File: config.mk
export PLATFORM = sky130hd
export DESIGN_NAME = branch_redirect_unit
export DESIGN_NICKNAME = d
export VERILOG_FILES = /design/src/rtl/branch_redirect_unit.sv
export SDC_FILE = /design/constraint.sdc
export NUM_CORES = 1
export LEC_CHECK = 0
export ABC_AREA = 0
export CAP_MARGIN = 20
export CORE_ASPECT_RATIO = 0.75
export CORE_MARGIN = 3
export CORE_UTILIZATION = 45
export DETAILED_ROUTE_END_ITERATION = 8
export HOLD_SLACK_MARGIN = 0.03
export PLACE_DENSITY_LB_ADDON = 0.12
export SYNTH_ARGS = -nofsm -noshare
export SYNTH_HDL_FRONTEND = slang
export SYNTH_SLANG_ARGS = --single-unit
File: constraint.sdc
create_clock -name clk -period 3 [get_ports clk]
set_clock_uncertainty 0.1 [all_clocks]
set_input_delay 0.6 -clock clk [delete_from_list [all_inputs] [get_ports clk]]
set_output_delay 0.6 -clock clk [all_outputs]
set_load 0.005 [all_outputs]
File: src/rtl/branch_redirect_unit.sv
// branch_redirect_unit: registers branch target redirects to fetch with valid/ready hold; MISALIGN_TRAP_EN traps misaligned targets
module branch_redirect_unit #(
  parameter int XLEN  = 32,
  parameter int CNT_W = 16
) (
  input  logic             clk,
  input  logic             rst_n,
  input  logic             ex_valid,
  input  logic             ex_taken,
  input  logic [XLEN-1:0]  ex_pc,
  input  logic [XLEN-1:0]  ex_offset_sl2,
  input  logic             if_ready,
  output logic             ex_stall,
  output logic             redir_valid,
  output logic [XLEN-1:0]  redir_target,
  output logic             flush,
  output logic [CNT_W-1:0] redir_count
`ifdef MISALIGN_TRAP_EN
  , output logic           misalign_err
`endif
);
  typedef enum logic {IDLE, PEND} state_t;
  state_t state;
  logic [XLEN-1:0] sum, tgt;
  logic take, cap, acc, mis;
  assign sum = ex_pc + ex_offset_sl2;
  assign take = ex_valid & ex_taken;
  assign ex_stall = rst_n & (state == PEND) & ~if_ready & take;
  assign acc = (state == PEND) & if_ready;
  assign redir_valid = state == PEND;
`ifdef MISALIGN_TRAP_EN
  assign tgt = sum;
  assign mis = take & ~ex_stall & |sum[1:0];
`else
  assign tgt = sum & ~{{(XLEN-2){1'b0}}, 2'b11};
  assign mis = 1'b0;
`endif
  assign cap = take & ~ex_stall & ~mis;
  always_ff @(posedge clk) begin
    if (!rst_n) begin
      state <= IDLE;
      redir_target <= '0;
      flush <= 1'b0;
      redir_count <= '0;
`ifdef MISALIGN_TRAP_EN
      misalign_err <= 1'b0;
`endif
    end else begin
      flush <= cap;
      if (cap) state <= PEND;
      else if (acc) state <= IDLE;
      if (cap || mis) redir_target <= tgt;
      if (cap && !(&redir_count)) redir_count <= redir_count + 1'b1;
`ifdef MISALIGN_TRAP_EN
      misalign_err <= mis;
`endif
    end
  end
endmodule
Word level (Yosys, flattened, before mapping)
Cells that the tools add are included.
Storage, ports and cells
  register bits after elaboration: 48
  input port bits: 69
  output and inout bits: 51
  word-level logic and storage cells: 20
Cells by class
  add/sub/neg operators: 2
  muxes and demuxes: 2
  bitwise operators: 8
  reduce and logical (&&, ||, !) cells: 4
Operator list (count)
  adder 32 bit: 1
  adder 16 x 1 -> 16 bit, second input constant: 1
  AND reduction 16 bit: 1
  AND 1 bit: 6
  two-way mux 1 bit: 2
  inverter 1 bit: 2
  nonzero test 2 bit: 1
  logical AND 1 bit: 1
  logical NOT 1 bit: 1

Logic depth before layout (Yosys ltp)
Gate-level depths: netlist (run 1).
  depth after elaboration: 6
  mapped depth: 9

Worst setup path after synthesis (run 1)
OpenSTA, ideal clock, no wires.
  kind: input-to-reg
  from: input ex_pc[10]
  to: register redir_target[28]
  setup time: 117 ps
  arrival time: 2576 ps
  setup slack: 207 ps
  stages on the path: 9
  buffers on the path: 0
  path through: ha_1 -> and2_1 -> and3_1 -> a32oi_2 -> a31oi_4 -> a31oi_4 -> o31ai_4 -> a211o_1 -> a32o_1
On the way
  word-level cells in the longest chain between the ends: 1
Ends and longest elaborated chain
  start: declaration: RTL line 10  | input logic [XLEN-1:0] ex_pc,
  adder 32 bit: RTL line 26  | assign sum = ex_pc + ex_offset_sl2;
  end signal: assignment: RTL line 52  | if (cap || mis) redir_target <= tgt;
  end: declaration: RTL line 15  | output logic [XLEN-1:0] redir_target,
Every way passes these cells.
A chain may end at the register's enable or synchronous reset.

Worst setup path after layout (run 1)
  from: input ex_offset_sl2[6]
  to: register redir_target[28]
On the way
  word-level cells in the longest chain between the ends: 1
Ends and longest elaborated chain
  start: declaration: RTL line 11  | input logic [XLEN-1:0] ex_offset_sl2,
  adder 32 bit: RTL line 26
Every way passes these cells.

==> results of run 1 <==
sequential cells by signal, summed over array words and instances (netlist names):
register,cells
flush,1
redir_count,16
redir_target,30
redir_valid,1
final timing paths:
path | to | startpoint | depth (start not counted) | slack [ns]
hold / removal | redir_target[27]$_SDFFE_PN0P_ | redir_target[27]$_SDFFE_PN0P_ | 2 | 0.35
hold reg to reg | redir_target[27]$_SDFFE_PN0P_ | redir_target[27]$_SDFFE_PN0P_ | 2 | 0.35
setup reg to reg | redir_count[5]$_SDFFE_PN0P_ | redir_count[6]$_SDFFE_PN0P_ | 9 | 0.95
setup / recovery | redir_target[28]$_SDFFE_PN0P_ | ex_offset_sl2[6] | 10 | 0.07
cell usage in the layout (no fill, tap or decap), types with 2 or more instances in the layout:
master,count
sky130_fd_sc_hd__and4_1,2
sky130_fd_sc_hd__clkbuf_8,5
sky130_fd_sc_hd__a31oi_4,2
sky130_fd_sc_hd__a21boi_0,6
sky130_fd_sc_hd__a31oi_1,2
sky130_fd_sc_hd__a211o_1,2
sky130_fd_sc_hd__mux2i_1,2
sky130_fd_sc_hd__dfxtp_1,48
sky130_fd_sc_hd__o21ai_0,27
sky130_fd_sc_hd__a41oi_1,2
sky130_fd_sc_hd__o21a_1,3
sky130_fd_sc_hd__and2_1,30
sky130_fd_sc_hd__or3_1,2
sky130_fd_sc_hd__nor2_1,14
sky130_fd_sc_hd__dlymetal6s2s_1,2
sky130_fd_sc_hd__a21o_1,9
sky130_fd_sc_hd__o2111ai_2,2
sky130_fd_sc_hd__xor2_1,17
sky130_fd_sc_hd__conb_1,2
sky130_fd_sc_hd__a32o_1,2
sky130_fd_sc_hd__nand4_1,9
sky130_fd_sc_hd__buf_4,44
sky130_fd_sc_hd__a21oi_1,26
sky130_fd_sc_hd__o21ai_1,4
sky130_fd_sc_hd__a211oi_1,3
sky130_fd_sc_hd__or2_2,2
sky130_fd_sc_hd__nor2b_1,4
sky130_fd_sc_hd__clkdlybuf4s50_1,115
sky130_fd_sc_hd__nand3_1,9
sky130_fd_sc_hd__inv_1,5
sky130_fd_sc_hd__ha_4,3
sky130_fd_sc_hd__ha_1,28
sky130_fd_sc_hd__nor3_1,5
sky130_fd_sc_hd__and3_1,11
sky130_fd_sc_hd__nand2b_1,2
sky130_fd_sc_hd__xnor2_1,21
sky130_fd_sc_hd__nand2_1,50
cells by family (layout without fill, tap and decap cells):
family                     count (synthesis)  after routing  synth area share, %
AOI/OAI and AO/OA                        104            104                 22.0
xor gates and xnor gates                  38             38                 10.3
adders and majority gates                 31             31                 12.0
buffers and inverters                     17            174                 2.20
DFF                                       48             48                 29.7
muxes                                      2              2                0.618
other                                      1              2                0.116
and+or+nand+nor                          146            146                 23.2
metrics by stage:
| stage | area (um^2) | utilization [%] |
|---|---|---|
| 2_1_floorplan | 3240 | - |
| 3_3_place_gp | 4800 | 69.6 |
| 3_5_place_dp | 4800 | 69.6 |
| 4_1_cts | 4920 | 71.4 |
| 5_1_grt | 4990 | 72.4 |
| 6_report | 4990 | 72.4 |
cell type report:
class,count,area (um^2)
multi-input cells,323,2270
fillers,568,1900
repair buffers,161,1510
flip-flops and latches,48,961
well taps,98,123
clock buffers,5,68.8
clock inverters,3,46.3
inverters,5,18.8
worst register-to-register path: cells and delay by family, from the launching register on:
kind                      cells  cell delay, ns
DFF                           1            0.43
xor gates and xnor gates      1            0.14
and+or+nand+nor               7            1.14
buffers and inverters         1            0.15
synthesized netlist by cell type (5+ instances only):
library cell	n
sky130_fd_sc_hd__nand2_1	50
sky130_fd_sc_hd__dfxtp_1	48
sky130_fd_sc_hd__ha_1	31
sky130_fd_sc_hd__and2_1	30
sky130_fd_sc_hd__o21ai_0	29
sky130_fd_sc_hd__a21oi_1	27
sky130_fd_sc_hd__xnor2_1	21
sky130_fd_sc_hd__xor2_1	17
sky130_fd_sc_hd__nor2_1	14
sky130_fd_sc_hd__and3_1	11
sky130_fd_sc_hd__clkbuf_1	10
sky130_fd_sc_hd__a21o_1	9
sky130_fd_sc_hd__nand3_1	9
sky130_fd_sc_hd__nand4_1	9
sky130_fd_sc_hd__a21boi_0	6
sky130_fd_sc_hd__inv_1	5
sky130_fd_sc_hd__nor3_1	5
routing by layer:
layer / up-vias / GRT usage [%] / part of all wire, %
li1: 1694 / - / -
met1: 1553 / 26.5 / 46
met2: 91 / 38.8 / 49
met3: 4 / 4.04 / 5.1
met4: 0 / 2.79 / 0.54
met5: - / 0 / 0
report_power, final:
part	switching, W	internal (W)
clock	0.000238	0.000252
sequential	0.0000198	0.000671
combinational	0.000275	0.000363
total	0.000532	0.00129
repair_timing:
item                                    CTS  global route
gates resized for setup                   1            10
setup buffers                             0             2
endpoints found under the setup margin    1            13
pin swaps                                 0             7
==> results_dict.tcl, run 1 <==
set metrics [dict create \
    drc 0 \
    placement.setup.worst_slack_ns -0.314 \
    total_power_w 0.00182 \
    required_time_of_the_critical_path_ns 3.10 \
    postSynthAreaPerCell_um2 8.37 \
    synth_top_area_cell "sky130_fd_sc_hd__dfxtp_1" \
    achievable-frequency_ghz 0.341 \
    clock_sink_count 48 \
    worst_ir_drop_vdd_mv 0.305 \
    track_usage_pct 21.1 \
    outcome "finished, final reports clean" \
    crit_buf_inv 1 \
    fp.dieH_um 79.5 \
    timing.hold.ws_ns 0.355 \
    antenna_found_initial 0 \
    synth-edff-count 0 \
    detail_route.vias_per_cell 5.20 \
    grt_max_degree 41 \
    post-route-period-util_pct 97.6 \
    totalNegativeSetupSlack_ns 0 \
    p_leak_nw 2.09 \
    ys_top_cells_by_area "sky130_fd_sc_hd__dfxtp_1 (30%), sky130_fd_sc_hd__ha_1 (12%), sky130_fd_sc_hd__and2_1 (5.8%)" \
    ys_async_sr_fraction_pct 0 \
    detail_route.first_pass.iterations 4 \
    timing.critical_path.arrival_ns 3.02 \
    yosys_register_bits 48 \
    rows 26 \
    placed_cells 633 \
    setup_repair_after_global_routing_missed_its_margin "yes" \
    synth-main-ff-cell "sky130_fd_sc_hd__dfxtp_1" \
    worst_min_delay_path_class "flop to flop" \
    timing_worst_setup_path_type "input port to flop" \
    clock_tree.buffer_depth 2 \
    diodes 0 \
    via_count 3342 \
    placement.io_buffers 117 \
    floorplan.die.width_um 104 \
    final_period_minus_worst_setup_slack_ns 2.93 \
    final_hold_viol_count 0 \
    synth_cell_types 53 \
    synth-seq-area-share_pct 29.7 \
    finalNonFillerCells 643 \
    timing.critical_path.mode_cell "sky130_fd_sc_hd__a31oi_4" \
    detail-route-antenna-nets 0 \
    cp-start-kind "input port" \
    layout-drive-gt1-share_pct 12.5 \
    pwr_density_cell_nw_per_um2 364 \
    ios 120 \
    syn-cell-area_um2 3240 \
    netlist.area_leader.share_pct 29.7 \
    post-route-worst-setup-slack_ns 0.0713 \
    slowest_delay_ns 0.43 \
    placeableCoreArea_um2 6900 \
    ctsHoldBuffers 0 \
    synth-warning-count 0 \
    cpLargestDelayFamily "compound AO/OA/AOI/OAI gates" \
    tritoncts "yes" \
    crit_path_cell_trace "clkdlybuf4s50_1 -> ha_1 -> a21oi_1 -> o22ai_1 -> a32oi_2 -> a31oi_4 -> a31oi_4 -> o31ai_4 -> a211o_1 -> a32o_1" \
    number_of_global_route_vias_before_repair 3122 \
    cp_max_fo 5 \
    drt-wirelength-per-cell_um 13.9 \
    timing.critical_path.slowest_stage_cell "sky130_fd_sc_hd__clkdlybuf4s50_1" \
    wire_length_of_the_first_global_routing_pass_um 14600 \
    htree_levels 2 \
    setup_violations 0 \
    later_pin_clock_latency_in_the_skew_report_ns 0.30 \
    starting_density_of_the_core_pct 47.0 \
    nets 644 \
    dr.first_iter.drc_count 130 \
    grt_remaining_overflow 0 \
    netlist_instances 387 \
    tritoncts.num_buffers 5 \
    root_buffer "sky130_fd_sc_hd__clkbuf_8" \
    drt-total-wl_um 8960 \
    floorplan.die_area_um2 8260 \
    path_clk_slew_ns 0.09 \
    dpl.hpwl_um 7200 \
    timing_max_transition_violations_final 0 \
    critical_path.endpoint_type "flop" \
    syn2layout_area_growth_pct 54.1 \
    maxCapViolCount 0 \
    gp_congestion 0.850 \
]
(Power assumes the default switching activity.)
==> run 2: changes to the inputs <==
- CTS_CLUSTER_SIZE: unset -> 20
- SLEW_MARGIN: unset -> 10
==> results of run 2 <==
The final DEF is identical to that of run 1; final timing and power are the same.
==> variant 1: new RTL, config.mk and constraints of run 1 <==
`XLEN`: 32 -> 16.
--- a/src/rtl/branch_redirect_unit.sv
+++ b/src/rtl/branch_redirect_unit.sv
@@ -2,3 +2,3 @@
 module branch_redirect_unit #(
-  parameter int XLEN  = 32,
+  parameter int XLEN  = 16,
   parameter int CNT_W = 16
Interface: changed (resized ex_offset_sl2, ex_pc and redir_target); port bits go from 120 to 72. No check against the original RTL was run, so the function may have changed too.
==> variant 1 against run 1 <==
Utilization decreased by 5.6 points. Setup slack better by 0.34 ns. Wire length fell by 36%. Area after synthesis down 33%. Final area shrank 39%. Sequential cell count is 16 lower. Critical path type unchanged. Total power down 37%. Sequential power fell by 34%.
==> variant 1: results (changes against run 1) <==
[power]
swShare_pct=27.4  ; -1.9 points
p_leak_nw=1.20  ; -43%
ir_drop_mv=0.299  ; -2.0%

[critical_path]
worst_ep_arrival_time_ns=2.65  ; -0.37 ns
r2r_cells=5  ; -4
cpMaxStageDelayCell=clkdlybuf4s50_1
critPathTopFamily=compound AO/OA/AOI/OAI gates
critPathMaxStageDelay_ns=0.40  ; -0.03 ns
critPathMaxFanout=6  ; +1

[clock_network]
clock_latency_ns=0.28  ; -0.02 ns
cts_buffer_depth=2  ; unchanged
clk_pin_slew_ns=0.07  ; -0.02 ns
cts_max_level=2  ; unchanged
cts_resized=0  ; -1
cts_setup_buffers=0  ; unchanged
cts-root-buf=clkbuf_8
cts_buffers=5  ; unchanged

[grt]
grt_pass1_vias=2085  ; -33%
grt_first_pass_wirelength_mm=9.59  ; -34%
grt_max_degree=20  ; -51%
antenna_found_initial=0  ; unchanged
grt_usage_pct=21.1  ; +0.031 points

[final_layout]
diodes=0  ; unchanged
top_regs=redir_count (16), redir_target (14)
layout-drive-gt1-share_pct=7.35  ; -5.1 points
final_nets=391  ; -39%

[timing]
worst_pin_slew_ns=0.642
final_max_slew_viol_count=0  ; unchanged

[synth]
async_flop_share_pct=0  ; unchanged
yosys-top-cells-count=dfxtp_1, nand2_1, nor2_1
syn_inst=266  ; -31%
yosysSeqAreaShare_pct=29.6  ; -0.086 points
synth_area_leaders=dfxtp_1, ha_1, xor2_1, a21oi_1, nand2_1
synth_ff_type=dfxtp_1
yosys_warnings=0  ; unchanged
synth_cell_types=52  ; -1.9%

[place]
dp_hpwl_mm=4.67  ; -35%
gp_congestion=0.854  ; +0.41%
post_dp_cell_area_sq_um=2930  ; -39%
portBuffers=69  ; -41%
dp_slack_ns=0.151  ; +0.464 ns

[hold_path]
min_path_type=register to register
hold_depth=2  ; unchanged

[drt]
wl_mm=5.74  ; -36%
dr.pass1.iters=4  ; unchanged
wl_per_cell_um=14.5  ; +3.8%
via_per_inst=5.63  ; +8.4%
drt_iter0_drc=133  ; +2.3%

[status]
status=finished, final reports clean

## variant 1: cell types whose count changed in the layout (fill, tap and decap cells not counted), sizes merged, moves of 6 or more
cell,change
nand2,-24
buf,-37
clkdlybuf4s50,-46
and3,-6
a21o,-7
nor2,+12
dfxtp,-16
a21boi,-8
xnor2,-16
o21ai,-15
and2,-25
ha,-16
a21oi,-6
## variant 1: power groups by stage
stage,Sequential [mW],Combinational [mW],Clock [mW]
after floorplan,0.464,0.154,0
after global placement,0.464,0.281,0
after detailed placement,0.465,0.285,0
after CTS,0.455,0.287,0.416
after global routing,0.457,0.316,0.435
final,0.455,0.287,0.409
## variant 1: logic make-up (layout without fill, tap and decap cells)
kind of cell,after synthesis,after routing,synth area share [%]
mux,6,6,2.83
fa+ha+maj,15,15,8.67
other cells,1,2,0.173
compound gates,71,71,23.1
flops,32,32,29.6
buf+inv,22,95,4.45
simple gates,100,100,23.6
xor+xnor,19,19,7.68
## variant 1: through the flow
step | utilization (%) | total power, mW
after global routing | 66.8 | 1.21
final | 66.8 | 1.15
after CTS | 66.8 | 1.16
after detailed placement | 64.4 | 0.749
after global placement | 64.4 | 0.745
after floorplan | - | 0.618
## variant 1: path summary, 6_finish.rpt
path	startpoint	end	slack (ns)
worst min register to register	redir_target[5]	redir_target[5]	0.36
worst max register to register	redir_count[12]	redir_count[7]	1.18
worst min-delay path	redir_target[5]	redir_target[5]	0.36
worst max-delay path	ex_pc[3]	redir_target[12]	0.42
## variant 1: cell type report
cell class	instances	area, sq um
repair buffers	76	743
clock buffers	6	72.6
multi-input cells	213	1430
fillers	430	1510
inverters	11	41.3
flip-flops and latches	32	641
well taps	57	71.3
clock inverters	2	35.0
## variant 1: worst reg2reg max path, delay by kind of cell, from the launching register on
family / cells / cell delay (ns)
compound gates: 1 / 0.33
simple gates: 3 / 0.69
xor+xnor: 1 / 0.17
flops: 1 / 0.43
## variant 1: metal layers
layer / wire, um / global-route usage [%]
met1: 2770 / 28.8
met2: 2490 / 32.4
met3: 449 / 6.72
met4: 35 / 4.74
met5: 0 / 0
==> variant 2: new RTL, settings of run 1 <==
Made on the original files. Put a register stage on the output `redir_valid`, cleared by the reset. The value now appears one clock later. The other outputs are not delayed to match.
--- a/src/rtl/branch_redirect_unit.sv
+++ b/src/rtl/branch_redirect_unit.sv
@@ -29,3 +29,9 @@
   assign acc = (state == PEND) & if_ready;
-  assign redir_valid = state == PEND;
+  always_ff @(posedge clk) begin
+    if (!rst_n) begin
+      redir_valid <= '0;
+    end else begin
+      redir_valid <= state == PEND;
+    end
+  end
 `ifdef MISALIGN_TRAP_EN
Behaviour: not the same (Yosys sat finds a counterexample within 4 cycles, from zero or initial values and one cycle with rst_n low).
==> variant 2 against run 1 <==
Setup slack improved by 0.046 ns. Area after synthesis increased by 12%. Clock power decreased by 14%. Utilization decreased by 0.89 points. Total power decreased by 0.43%. Die area increased by 11%. Final area increased by 8.4%. Sequential cell count increased by 1. Combinational power increased by 7.1%. Wire length increased by 17%. Sequential share of layout area decreased by 1.1 points. Critical endpoint is now redir_target[31]. Largest cell class unchanged. Largest power group unchanged.
==> variant 2: results (changes against run 1) <==
[status]
status=finished, final reports clean

[drt]
wl_per_cell_um=14.9  ; +6.8%
dr.pass1.iters=4  ; unchanged
vias=3901  ; +17%
drt_iter0_drc=222  ; +71%

[grt]
antenna_found_initial=0  ; unchanged
grt_usage_pct=22.4  ; +1.3 points
grt_max_degree=54  ; +32%
grt_first_pass_wirelength_mm=17.0  ; +17%
grt_pass1_vias=3729  ; +19%

[clock_network]
cts_buffers=5  ; unchanged
clk_pin_slew_ns=0.10
cts_max_level=2  ; unchanged
clock_latency_ns=0.31

[synth]
synth_ff_type=dfxtp_1
yosys_warnings=0  ; unchanged
yosys-top-cells-count=dfxtp_1, nand2_1, ha_1
yosysSeqAreaShare_pct=27.0  ; -2.6 points
synth_area_leaders=dfxtp_1, ha_1, nand2_1, nand3_1, and2_1
async_flop_share_pct=0  ; unchanged
synth_cell_types=65  ; +23%

[hold_path]
min_path_type=register to register

[place]
dp_slack_ns=-0.302  ; +0.0120 ns
portBuffers=117  ; unchanged
gp_congestion=0.868  ; +2.1%
dp_hpwl_mm=8.31  ; +15%

[timing]
setup_viol=0  ; unchanged
worst_pin_slew_ns=0.512

[power]
powerSeq_mw=0.707  ; +2%
power.density_nw_per_um2=335  ; -8.1%
p_leak_nw=2.19  ; +5.0%
clkPwrFrac_pct=23.3  ; -3.6 points
swShare_pct=32.3  ; +3.0 points
ir_drop_mv=0.218  ; -28%

[critical_path]
critPathTopFamily=simple AND/OR/NAND/NOR gates
critPathMaxStageDelay_ns=0.40  ; -0.03 ns
worst_ep_arrival_time_ns=2.97  ; -0.05 ns
cpMaxStageDelayCell=clkdlybuf4s50_1
critPathMaxFanout=3  ; -2

[final_layout]
layout-drive-gt1-share_pct=14.0  ; +1.5 points
final_nets=701  ; +8.9%

-- variant 2: changes by cell type after synthesis, sizes merged, moves of 6 or more --
cell   delta
o21ai     -6
inv       +6
and2      -9
xor2      -6
a21o      +6
and3      -7
nor3      +6
xnor2     -8
nand2     -8
nand3    +21
or3       +7
-- variant 2: through the flow --
stage	utilization [%]	std cells	area, sq um	TNS, ns
floorplan	-	443	3630	0
global placement	69.1	694	5230	-1.59
detailed placement	69.1	694	5230	-2.27
CTS	70.4	702	5330	0
global route	71.5	703	5410	-0.0123
finish	71.5	703	5410	0
-- variant 2: layout make-up --
class / instances / area (sq um)
clock buffers: 5 / 68.8
clock inverters: 3 / 25.0
fillers: 621 / 2160
inverters: 12 / 45.0
multi-input cells: 365 / 2610
flip-flops and latches: 49 / 981
well taps: 101 / 126
repair buffers: 168 / 1550
-- variant 2: final timing paths --
check,from,endpoint,slack (ns),cells past startpoint
hold reg to reg,redir_target[11],redir_target[11],0.37,2
setup reg to reg,redir_count[4],redir_count[13],0.70,7
hold / removal,redir_target[11],redir_target[11],0.37,2
setup / recovery,ex_pc[2],redir_target[31],0.12,9
-- variant 2: cell families (layout without fill, tap and decap cells) --
family                   Yosys count  count (layout)  synth area share, %
AO/OA/AOI/OAI                    131             131                 26.0
adder cells (fa/ha/maj)           31              31                 10.7
XOR/XNOR                          24              24                 5.79
buffers and inverters             29             188                 3.28
flip-flops                        49              49                 27.0
AND/OR/NAND/NOR                  177             177                 27.1
other                              1               2                0.103
-- variant 2: layer usage --
layer	part of all wire [%]	up-vias	global-route usage (%)
met1	45	1790	30.2
met2	46	138	36.7
li1	-	1959	-
met3	7.6	14	4.41
met4	1.2	0	4.98
met5	0	-	0
-- variant 2: timing repair --
action	CTS	global route
resized for setup	0	13
endpoints found under the setup margin	0	8
buffers inserted	0	1
